[src/rtl/fetch_stage_pkg.sv]
// Shared constants for the instruction-fetch stage and the control unit.
package fetch_stage_pkg;

  localparam logic [31:0] DEFAULT_RESET_PC  = 32'h0000_0000;
  // sll $0,$0,0: decodes as an R-type write to $0, which has no effect.
  localparam logic [31:0] DEFAULT_NOP_INSTR = 32'h0000_0000;

  localparam int OPC_HI = 31;
  localparam int OPC_LO = 26;

  typedef enum logic [5:0] {
    RTYPE = 6'b000000,
    BEQ   = 6'b000100,
    LW    = 6'b100011,
    SW    = 6'b101011
  } opcode_e;

  // Sequential fetch address; wraps modulo 2^32.
  function automatic logic [31:0] incrPc(input logic [31:0] cur);
    return cur + 32'd4;
  endfunction

  // Redirect targets are forced onto a word boundary.
  function automatic logic [31:0] alignWord(input logic [31:0] addr);
    return {addr[31:2], 2'b00};
  endfunction

endpackage

[src/rtl/fetch_stage_pc_register.sv]
// Program counter with synchronous reset, redirect load, hold and +4 increment.
module pc_register
  import fetch_stage_pkg::*;
#(
  parameter logic [31:0] RESET_PC = DEFAULT_RESET_PC
) (
  input  logic        clk,
  input  logic        reset,
  input  logic        hold,
  input  logic        load,
  input  logic [31:0] loadAddr,
  output logic [31:0] pc,
  output logic [31:0] pcPlus4
);

  logic [31:0] pcReg;

  // PC update: reset, then redirect load (wins over hold), then hold, else advance.
  always_ff @(posedge clk) begin
    if (reset) begin
      pcReg <= RESET_PC;
    end else if (load) begin
      pcReg <= alignWord(loadAddr);
    end else if (!hold) begin
      pcReg <= incrPc(pcReg);
    end
  end

  assign pc      = pcReg;
  assign pcPlus4 = incrPc(pcReg);

endmodule

[src/rtl/fetch_stage.sv]
// Instruction-fetch stage: PC, instruction-memory address, IF/ID latch and fetch counter.
module fetch_stage
  import fetch_stage_pkg::*;
#(
  parameter logic [31:0] RESET_PC  = DEFAULT_RESET_PC,
  parameter logic [31:0] NOP_INSTR = DEFAULT_NOP_INSTR
) (
  input  logic        clk,
  input  logic        reset,
  input  logic        stall,
  input  logic        branch_taken,
  input  logic [31:0] branch_target,
  output logic [31:0] imem_addr,
  input  logic [31:0] imem_rdata,
  output logic [31:0] pc,
  output logic [31:0] if_id_instr,
  output logic [31:0] if_id_pc_plus4,
  output logic        if_id_valid,
  output logic [5:0]  opcode,
  output logic [31:0] fetch_count
);

  logic [31:0] pcCur;
  logic [31:0] pcNext4;
  logic [31:0] ifIdInstr;
  logic [31:0] ifIdPcPlus4;
  logic        ifIdValid;
  logic [31:0] fetchCnt;
  opcode_e     opcodeField;

  // ---- IF: PC and instruction-memory address ----
  pc_register #(
    .RESET_PC (RESET_PC)
  ) uPcRegister (
    .clk      (clk),
    .reset    (reset),
    .hold     (stall),
    .load     (branch_taken),
    .loadAddr (branch_target),
    .pc       (pcCur),
    .pcPlus4  (pcNext4)
  );

  assign pc        = pcCur;
  assign imem_addr = pcCur;

  // ---- IF/ID boundary ----
  // IF/ID latch and fetch counter: a redirect flushes the wrong-path word without counting it.
  always_ff @(posedge clk) begin
    if (reset) begin
      ifIdInstr   <= NOP_INSTR;
      ifIdPcPlus4 <= 32'd0;
      ifIdValid   <= 1'b0;
      fetchCnt    <= 32'd0;
    end else if (branch_taken) begin
      ifIdInstr   <= NOP_INSTR;
      ifIdPcPlus4 <= 32'd0;
      ifIdValid   <= 1'b0;
    end else if (!stall) begin
      ifIdInstr   <= imem_rdata;
      ifIdPcPlus4 <= pcNext4;
      ifIdValid   <= 1'b1;
      fetchCnt    <= fetchCnt + 32'd1;
    end
  end

  assign opcodeField    = opcode_e'(ifIdInstr[OPC_HI:OPC_LO]);
  assign opcode         = opcodeField;
  assign if_id_instr    = ifIdInstr;
  assign if_id_pc_plus4 = ifIdPcPlus4;
  assign if_id_valid    = ifIdValid;
  assign fetch_count    = fetchCnt;

endmodule
[config.mk]
export PLATFORM = sky130hd
export DESIGN_NAME = fetch_stage
export DESIGN_NICKNAME = d
export VERILOG_FILES = /design/src/rtl/fetch_stage_pkg.sv /design/src/rtl/fetch_stage_pc_register.sv /design/src/rtl/fetch_stage.sv
export SDC_FILE = /design/constraint.sdc
export NUM_CORES = 1
export LEC_CHECK = 0
export ABC_AREA = 0
export CORE_ASPECT_RATIO = 1.1
export CORE_UTILIZATION = 45
export DETAILED_ROUTE_END_ITERATION = 6
export MAX_ROUTING_LAYER = met4
export PLACE_DENSITY = 0.81
export SETUP_SLACK_MARGIN = 0.3
export SYNTH_ARGS = -nofsm -noshare
export SYNTH_HDL_FRONTEND = slang
export SYNTH_SLANG_ARGS = --single-unit
[constraint.sdc]
create_clock -name clk -period 2.8 [get_ports clk]
set_input_delay 0.56 -clock clk [delete_from_list [all_inputs] [get_ports clk]]
set_output_delay 0.56 -clock clk [all_outputs]
set_load 0.005 [all_outputs]
# [Word-level counts from Yosys, hierarchy flattened]
# Cells that the tools add are included.
[totals] register_bits=129 output_inout_bits=167
[classes] n_addsub=2 eq_ne=1 n_mux=2 bitwise=2 reduce_logical=2
[op_table] operator="$mux 32" n=2
[op_table] operator="$add 32x1->32 const B" n=1
[op_table] operator="$add 32x3->32 const B" n=1
[op_table] operator="$ne 2x1->1 const B" n=1
[op_table] operator="$not 1->1" n=2
[op_table] operator="$reduce_and 2->1" n=1
[op_table] operator="$reduce_or 2->1" n=1

# [Depth between registers and ports, before layout]
# Gate-level depths: netlist of run 1.
[logic_depth] depth_word=3 mapped_depth=7 mapped_depth_nobuf=5

# [Modules after synthesis]
# A second synthesis of run 1 with hierarchy kept.
[hier_totals] cells_unflattened=719 hier_area_um2=6442.4
[by_module_without_submodules] module="fetch_stage" n_inst=1 cells_each=422 area_each_um2=4080.2
[by_module_without_submodules] module="pc_register" n_inst=1 cells_each=297 area_each_um2=2362.3

# [Worst setup path after synthesis of run 1]
# Ideal clock, no wire load.
[synth_path] path_kind="in2reg" from="input port stall" to="register uPcRegister.pcReg[22] (netlist: uPcRegister.pc[22])" setup_ps=91 arrival_time_ps=2027 required_time_ps=2709 setup_slack_ps=682 path_stages=6 cell_sequence="clkbuf_1 -> nand4b_1 -> or2_1 -> clkbuf_2 -> or4_1 -> a311oi_1"
[synth_via] elab_chain_cells=1
[synth_rtl] element="start, declared" line_no="fetch_stage.sv:10" rtl="input logic stall,"
[synth_rtl] element="$ne 2x1->1 (no source line)"
[synth_rtl] element="end signal, assigned" line_no="fetch_stage_pc_register.sv:23" rtl="pcReg <= alignWord(loadAddr);"
[synth_rtl] element="end signal, assigned" line_no="fetch_stage_pc_register.sv:25" rtl="pcReg <= incrPc(pcReg);"
[synth_rtl] element="end, declared" line_no="fetch_stage_pc_register.sv:16" rtl="logic [31:0] pcReg;"
# No other way between the ends.
# A chain may end at the register's enable or synchronous reset.

# [Worst setup path in the final report of run 1]
[layout_path] from="register uPcRegister.pcReg[11] (netlist: uPcRegister.pc[11])" to="register uPcRegister.pcReg[22] (netlist: uPcRegister.pc[22])"
[layout_via] elab_chain_cells=3
[layout_rtl] element="$add 32x3->32" line_no="fetch_stage_pkg.sv:20" rtl="return cur + 32'd4;"
[layout_rtl] element="$mux 32" line_no="fetch_stage_pc_register.sv:24" rtl="end else if (!hold) begin"
[layout_rtl] element="$mux 32" line_no="fetch_stage_pc_register.sv:22" rtl="end else if (load) begin"
# No other way between the ends. The select of a mux whose other input is x is not followed.

==> results.yml, run 1 <==
floorplan:
  start_util_pct: 46.8
  ios: 235
  fp.dieH_um: 126
  core_um2: 13400
  die_x_um: 114
  rows: 44
  die_area_um2: 14400
detailed_routing:
  drtIter0Drc: 431
  drt-total-wl_um: 17800
  drtPass1Iterations: 5
  ant_nets: 0
  drcViolationCount: 0
  viasPerCell: 5.57
  wl_per_cell_um: 16.3
  vias: 6091
logic_synthesis:
  syn_area_um2: 6260
  yosysTopAreaCell: "dfxtp_1"
  yosys.area_share.adder_pct: 0.400
  async_flop_share_pct: 0
  ys_seq_area_share_pct: 40.0
  synthXorXnorAreaFrac_pct: 4.34
  synth_warnings: 0
  synth_top_area_share_pct: 40.0
  synth_top_family_by_area: "simple AND/OR/NAND/NOR gates"
  netlist-cell-type-count: 55
  dominantRegCellSynth: "dfxtp_1"
  synth_area_per_cell_um2: 8.65
  ys_seq_elements: 125
  synth.area.top_cells: "dfxtp_1 40%, buf_4 5.2%, mux2i_1 5.1%, nor2_1 4.7%, o21ai_0 3.7%"
  syn_inst: 724
  synth_compound_area_share_pct: 16.8
  synth-simple-area-share_pct: 22.6
  synth-edff-count: 0
  synth_mux_area_share_pct: 5.11
sta:
  period_needed_ns: 2.35
  finalSetupTns_ns: 0
  slew_violations: 0
  timing_worst_slew_pin_value_ns: 0.761
  finalSetupViolCount: 0
  fin_worst_skew_ns: 0.00695
  fmax_mhz: 425
  relSlewSlack_pct: 48.8
  rsz0062_at_grt: "false"
  setup_slack_ns: 0.446
  whs_ns: 0.456
  finalCritPeriodShare_pct: 84.1
  hold_violations: 0
layout:
  area_growth_pct: 41.7
  post-route-cell-area_um2: 8880
  final_core_util_pct: 66.3
  antennaDiodeCount: 0
  stdcell_count: 1094
  final-seq-area_um2: 2500
  final_cell_mix: "224 x clkdlybuf4s50_1, 125 x dfxtp_1, 79 x nor2_1"
  layout_commonest_cell: "clkdlybuf4s50_1"
  nets: 970
  n_fill_cell: 1125
  multiInputGateArea_um2: 3100
  drive_above_1_share_pct: 6.70
setup_path:
  crit_arrival_ns: 2.68
  start_kind: "flop"
  crit_path_end_kind: "flop"
  path_max_fanout: 18
  crit_required_ns: 3.13
  crit_type: "flop to flop"
clock_tree:
  cts_hold_buf: 0
  cts_made_buffers: 17
  tritoncts: "done"
  post_cts_buffers: 0
  clk_pin_slew_worst_paths_ns: 0.05
  h-tree-depth: 4
  cts_sinks: 125
  ctsResizeCount: 0
  clock_latency_ns: 0.42
  clk_path_buf_depth: 2
  root_buffer: "clkbuf_16"
place:
  io_buffer_count: 226
  gp_congestion: 0.822
  dp_hpwl_um: 12600
  post-place-ws_ns: 0.172
  place_area_um2: 8310
  dp_cells: 1065
grt:
  antenna_found_initial: 0
  grt_max_degree: 47
  track_usage_pct: 25.8
  grt_pass1_wl_um: 28300
  overflow: 0
  grt_pass1_vias: 5578
pwr:
  p_per_area_nw_per_um2: 520
  peakVddDrop_mv: 0.345
  p_leak_nw: 3.02
  power_mw: 4.61
job:
  drv_cap: 0
status:
  status: "completed"
worst_hold_path:
  hold_path_class: "flop to flop"
==> synth_stat cells (2+ instances only) <==
library cell	n
a2111oi_0	2
a211oi_1	14
a21oi_1	42
a221oi_1	2
a311oi_1	14
a31oi_1	11
and2_1	3
and3_1	4
and4_1	9
buf_1	5
buf_2	5
buf_4	43
clkbuf_1	34
clkbuf_8	7
dfxtp_1	125
ha_1	2
inv_1	9
mux2i_1	32
nand2_1	36
nand2b_1	2
nand3_1	20
nand4_1	17
nand4_2	2
nand4b_1	2
nor2_1	79
nor2b_1	2
nor3_1	10
nor4_1	9
o21ai_0	46
o31a_1	2
o31ai_1	29
or2_2	2
or3_1	23
or4_1	30
xnor2_1	22
xor2_1	9
==> worst max-delay path: stages, from the launching register on <==
cell,delay [ns]
dfxtp_1,0.54
nand4_4,0.24
or3_1,0.66
or4_1,0.58
a311oi_1,0.25
==> cell type report <==
cell class                      count  share of cell area (%)
Clock inverter                      7                    1.01
Sequential cell                   125                    28.2
Tap cell                          184                    2.59
Multi-Input combinational cell    497                    35.0
Timing Repair Buffer              249                    27.5
Clock buffer                       22                    5.34
Inverter                           10                   0.423
==> where the power goes <==
group / leakage (nW) / switching [mW] / internal, mW / total (mW)
registers: 1.02 / 0.0849 / 1.84 / 1.93
clock network: 0.274 / 0.774 / 1.36 / 2.13
logic: 1.73 / 0.216 / 0.334 / 0.550
total: 3.02 / 1.08 / 3.54 / 4.61
==> routing by layer <==
metal	global-route usage [%]	wire [µm]	vias up	share of wire, %
li1	-	-	2974	-
met1	30.6	7470	2869	42
met4	10.3	363	0	2.0
met3	5.44	1080	27	6.0
met5	-	0	-	0
met2	42.5	8890	221	50
==> sequential cells by signal (all words and copies together) (netlist names) <==
signal          cells
if_id_instr        32
fetch_count        32
uPcRegister.pc     30
if_id_pc_plus4     30
if_id_valid         1
==> cell families (layout without fill, tap and decap cells) <==
kind of cell	count (synthesis)	count (layout)
AND/OR/NAND/NOR	259	259
adder cells (fa/ha/maj)	2	2
flip-flops	125	125
other	1	6
AO/OA/AOI/OAI	167	167
buffers and inverters	107	288
multiplexers	32	32
XOR/XNOR	31	31
==> path summary, 6_finish.rpt <==
kind                      start                  to  slack (ns)  cells after the start
max reg2reg  uPcRegister.pc[11]  uPcRegister.pc[22]        0.45                      4
min                 if_id_valid         if_id_valid        0.46                      1
max          uPcRegister.pc[11]  uPcRegister.pc[22]        0.45                      4
min reg2reg         if_id_valid         if_id_valid        0.46                      1
Note: power is estimated with default switching activity, not from simulation.
==> run 2: changes to the inputs <==
CORE_UTILIZATION = 40   (was 45)
PLACE_DENSITY = 0.76   (was 0.81)
clock period = 2.11 ns   (was 2.8 ns; I/O delays follow)
==> run 2 against run 1 <==
  * Largest power group unchanged
  * Wire length up 16%
  * Sequential power up 31%
  * Design area up 14%
  * Die area up 12%
  * Global-route usage down 1.0 points
  * Final cell count up 11%
  * Count of clock-buffer cells in the layout down 3
  * Power up 38%
  * Flip-flop and latch count unchanged
  * Clock power up 36%
==> results.yml, run 2 (synthesized netlist as in run 1, its figures left out) <==
layout:
  antennaDiodeCount: 0
  drive_above_1_share_pct: 24.8
  area_growth_pct: 62.1
  nets: 1078
  final_cell_mix: "183 x clkdlybuf4s50_1, 95 x buf_4, 79 x nor2_1"
  layout_commonest_cell: "clkdlybuf4s50_1"
  post-route-cell-area_um2: 10200
place:
  dp_hpwl_um: 12800
  gp_congestion: 0.820
  io_buffer_count: 226
  place_area_um2: 8670
setup_path:
  slowest_stage: "or4_1"
  crit_required_ns: 2.41
  crit_type: "flop to flop"
  crit_arrival_ns: 2.26
  path_cells: "buf_4, buf_4, nand4b_1, or2_4, buf_6, or4_1, a311oi_1"
  cp_slowest_stage_delay_ns: 0.39
  crit_path_end_kind: "flop"
  start_kind: "flop"
  path_max_fanout: 7
  cpMostUsedCell: "buf_4"
detailed_routing:
  drtPass1Iterations: 5
  ant_nets: 0
  drt-total-wl_um: 20600
  drtIter0Drc: 524
  vias: 6636
  viasPerCell: 5.46
  wl_per_cell_um: 17.0
  drcViolationCount: 0
sta:
  finalSetupTns_ns: 0
  slew_violations: 0
  finalCritPeriodShare_pct: 92.8
  fin_worst_skew_ns: 0.0108
  hold_violations: 0
  finalSetupViolCount: 0
  period_needed_ns: 1.96
  rsz0062_at_grt: "true"
  fmax_mhz: 511
floorplan:
  rows: 47
  core_um2: 15200
  die_x_um: 121
  fp.dieH_um: 133
  start_util_pct: 41.3
  ios: 235
  die_area_um2: 16200
status:
  status: "completed"
clock_tree:
  root_buffer: "clkbuf_16"
  clock_latency_ns: 0.42
  clk_pin_slew_worst_paths_ns: 0.06
  cts_made_buffers: 17
  clk_path_buf_depth: 2
  cts_sinks: 125
  tritoncts: "done"
  h-tree-depth: 4
  cts_hold_buf: 0
grt:
  track_usage_pct: 24.8
  grt_pass1_vias: 6108
  grt_pass1_wl_um: 30600
  grt_max_degree: 43
  antenna_found_initial: 0
  overflow: 0
worst_hold_path:
  hold_path_class: "flop to flop"
pwr:
  p_leak_nw: 3.83
  p_per_area_nw_per_um2: 625
  peakVddDrop_mv: 0.576
job:
  drv_cap: 0
run 2: cell types whose count changed in the layout (fill, tap and decap cells not counted), moves of 6 or more:
| cell | before | now |
|---|---|---|
| dfxtp_2 | 0 | 32 |
| or4_1 | 30 | 24 |
| or4_4 | 1 | 7 |
| clkdlybuf4s50_1 | 224 | 183 |
| dlygate4sd2_1 | 0 | 36 |
| dfxtp_1 | 125 | 76 |
| buf_4 | 22 | 95 |
| dfxtp_4 | 0 | 17 |
| or3_4 | 0 | 6 |
| buf_6 | 0 | 27 |
run 2: critical path, delay by kind of cell (launching register included):
family | cells | cell delay (ns)
DFF | 1 | 0.35
AOI/OAI and AO/OA | 1 | 0.27
buffers and inverters | 3 | 0.35
and+or+nand+nor | 3 | 0.86
run 2: final cells by class:
class,count,area [µm²]
tap,196,245
multi-input combinational,498,3320
clock inverter,11,115
inverter,10,37.5
sequential,125,2610
clock buffer,19,464
fill,1213,5020
timing repair buffer,356,3370
run 2: what timing repair did:
item	4_1_cts	5_1_grt
endpoints found under the hold margin	0	0
endpoints found under the setup margin	93	53
pin swaps	16	29
setup buffers	36	38
cloned	2	0
gates resized for setup	88	60
run 2: power breakdown:
group          total (mW)  internal [mW]  switching (mW)  leakage (nW)
registers            2.53           2.45          0.0869          1.04
clock network        2.90           1.82            1.08         0.282
logic               0.909          0.536           0.373          2.51
run 2: worst paths after layout:
kind / endpoint / depth (start not counted) / start / slack [ns]
worst max-delay path: uPcRegister.pc[30] / 7 / uPcRegister.pc[5] / 0.15
worst min-delay path: if_id_pc_plus4[3] / 2 / if_id_pc_plus4[3] / 0.46
worst max register to register: uPcRegister.pc[30] / 7 / uPcRegister.pc[5] / 0.15
worst min register to register: if_id_pc_plus4[3] / 2 / if_id_pc_plus4[3] / 0.46
run 2: through the flow:
step / total power [mW] / cells / utilization, % / hold slack (ns) / setup slack [ns]
CTS: 6.30 / 1177 / 63.6 / 0.462 / 0.262
detailed placement: 3.39 / 1109 / 57.2 / 0.454 / -0.0372
finish: 6.34 / 1215 / 66.9 / 0.462 / 0.153
global route: 6.56 / 1215 / 66.9 / 0.482 / 0.125
global placement: 3.38 / 1109 / 57.2 / 0.450 / 0.0149
floorplan: 2.97 / 729 / - / 0.451 / 0.185
run 2: metal layers:
metal | global-route usage [%] | share of wire [%]
met3 | 5.95 | 6.8
met4 | 9.74 | 2.3
met1 | 28.3 | 40
met2 | 41.4 | 51
met5 | - | 0
==> run 3: changes to the inputs <==
CORE_ASPECT_RATIO = default   (was 1.1)
REMOVE_ABC_BUFFERS = 1   (was default)
==> run 3 against run 2 <==
  * Via count grew 0.27%
  * First-iteration DRC count grew 16%
  * Highest routed layer unchanged
  * Combinational power is essentially flat
  * Flip-flop and latch count is the same
  * Critical path depth shrank 1
  * Clock power grew 6%
  * Largest cell class is now multi-input gates
  * Design area shrank 0.85%
  * Die area is essentially flat
  * Fmax grew 4.1%
  * Worst setup slack gained 0.077 ns
  * Sequential share of layout area is essentially flat
  * Clock skew shrank 0.0024 ns
==> results.yml, run 3 (synthesized netlist as in run 1, its figures left out) <==
sta:
  rsz0062_at_grt: "true"
  finalSetupTns_ns: 0
  setup_slack_ns: 0.230
  slew_violations: 0
  period_needed_ns: 1.88
  fmax_mhz: 532
  fin_worst_skew_ns: 0.00838
  timing_worst_slew_pin_value_ns: 0.518
  finalSetupViolCount: 0
  finalCritPeriodShare_pct: 89.1
  relSlewSlack_pct: 65.5
  whs_ns: 0.453
  hold_violations: 0
clock_tree:
  clk_pin_slew_worst_paths_ns: 0.06
  clk_path_buf_depth: 2
  h-tree-depth: 4
  clock_latency_ns: 0.42
  cts_made_buffers: 17
  root_buffer: "clkbuf_16"
  cts_sinks: 125
  tritoncts: "done"
setup_path:
  path_cells: "nand4_1, or3_4, buf_4, buf_4, o31ai_2, a311oi_2"
  slowest_stage: "or3_4"
  reg2reg_from: "uPcRegister.pc[5]"
  crit_path_end_kind: "flop"
  reg2regPathDepth: 6
  start_kind: "flop"
  cpMostUsedCell: "buf_4"
  path_max_fanout: 7
  r2r_slack_ns: 0.23
  crit_type: "flop to flop"
  crit_required_ns: 2.39
  crit_arrival_ns: 2.16
  worstSetupStartpoint: "uPcRegister.pc[5]"
  cp_slowest_stage_delay_ns: 0.51
  rr_endpoint: "uPcRegister.pc[25]"
job:
  drv_cap: 0
layout:
  antennaDiodeCount: 0
  final_cell_mix: "167 x clkdlybuf4s50_1, 79 x nor2_1, 76 x dfxtp_1"
  area_growth_pct: 60.8
  stdcell_count: 1213
  n_fill_cell: 1179
  layout_commonest_cell: "clkdlybuf4s50_1"
  post-route-cell-area_um2: 10100
  nets: 1059
  final_core_util_pct: 66.0
  drive_above_1_share_pct: 23.9
grt:
  grt_max_degree: 54
  grt_pass1_wl_um: 31100
  antenna_found_initial: 0
  grt_pass1_vias: 5981
  overflow: 0
  track_usage_pct: 25.1
detailed_routing:
  drtIter0Drc: 606
  viasPerCell: 5.49
  drcViolationCount: 0
  vias: 6654
  wl_per_cell_um: 17.1
  ant_nets: 0
  drtPass1Iterations: 5
  drt-total-wl_um: 20700
status:
  status: "completed"
floorplan:
  fp.dieH_um: 127
  ios: 235
  start_util_pct: 41.0
  rows: 45
  die_area_um2: 16200
  core_um2: 15300
  die_x_um: 127
place:
  io_buffer_count: 226
  dp_cells: 1140
  place_area_um2: 8730
  post-place-ws_ns: -0.178
  gp_congestion: 0.857
  dp_hpwl_um: 13300
worst_hold_path:
  hold_depth: 1
  hold_path_class: "flop to flop"
  hold_start: "if_id_valid"
  holdPathEnd: "if_id_valid"
pwr:
  p_leak_nw: 3.97
  peakVddDrop_mv: 0.553
  power_mw: 6.49
  p_per_area_nw_per_um2: 645
## run 3: how the worst max path moves through the flow
| stage | endpoint | slack, ns | cells past startpoint |
|---|---|---|---|
| floorplan | if_id_pc_plus4[31] | -0.06 | 4 |
| global placement | fetch_count[27] | -0.14 | 7 |
| detailed placement | fetch_count[27] | -0.18 | 7 |
| CTS | uPcRegister.pc[30] | 0.25 | 4 |
| global route | uPcRegister.pc[30] | 0.17 | 4 |
| finish | uPcRegister.pc[25] | 0.23 | 6 |
## run 3: timing repair
| action | 4_1_cts | 5_1_grt |
|---|---|---|
| buffers inserted | 28 | 11 |
| gates resized for setup | 122 | 72 |
| cloned | 0 | 2 |
| pin swaps | 15 | 17 |
| setup endpoints to repair | 97 | 81 |
| hold buffers | 0 | 0 |
## run 3: area by class of cell
type / instances / area (µm²) / area share [%]
Clock buffer: 17 / 425 / 4.23
Clock inverter: 15 / 188 / 1.86
Inverter: 10 / 37.5 / 0.373
Multi-Input combinational cell: 497 / 3290 / 32.7
Sequential cell: 125 / 2580 / 25.6
Tap cell: 211 / 264 / 2.62
Timing Repair Buffer: 338 / 3280 / 32.6
## run 3: critical path: cells and delay by family (launching register included)
| family | cells | cell delay, ns |
|---|---|---|
| simple gates | 2 | 0.74 |
| compound gates | 2 | 0.36 |
| flops | 1 | 0.35 |
| buf+inv | 2 | 0.29 |
## run 3: metal layers
metal	GRT usage [%]	up-vias	routed length [µm]
met5	-	-	0
met3	5.61	54	1610
li1	-	3150	-
met1	31.9	3119	8590
met2	39.3	331	9960
met4	9.17	0	546
## run 3: power breakdown
part	switching [mW]	internal, mW
combinational	0.395	0.516
sequential	0.0709	2.45
clock	1.18	1.88
total	1.65	4.84
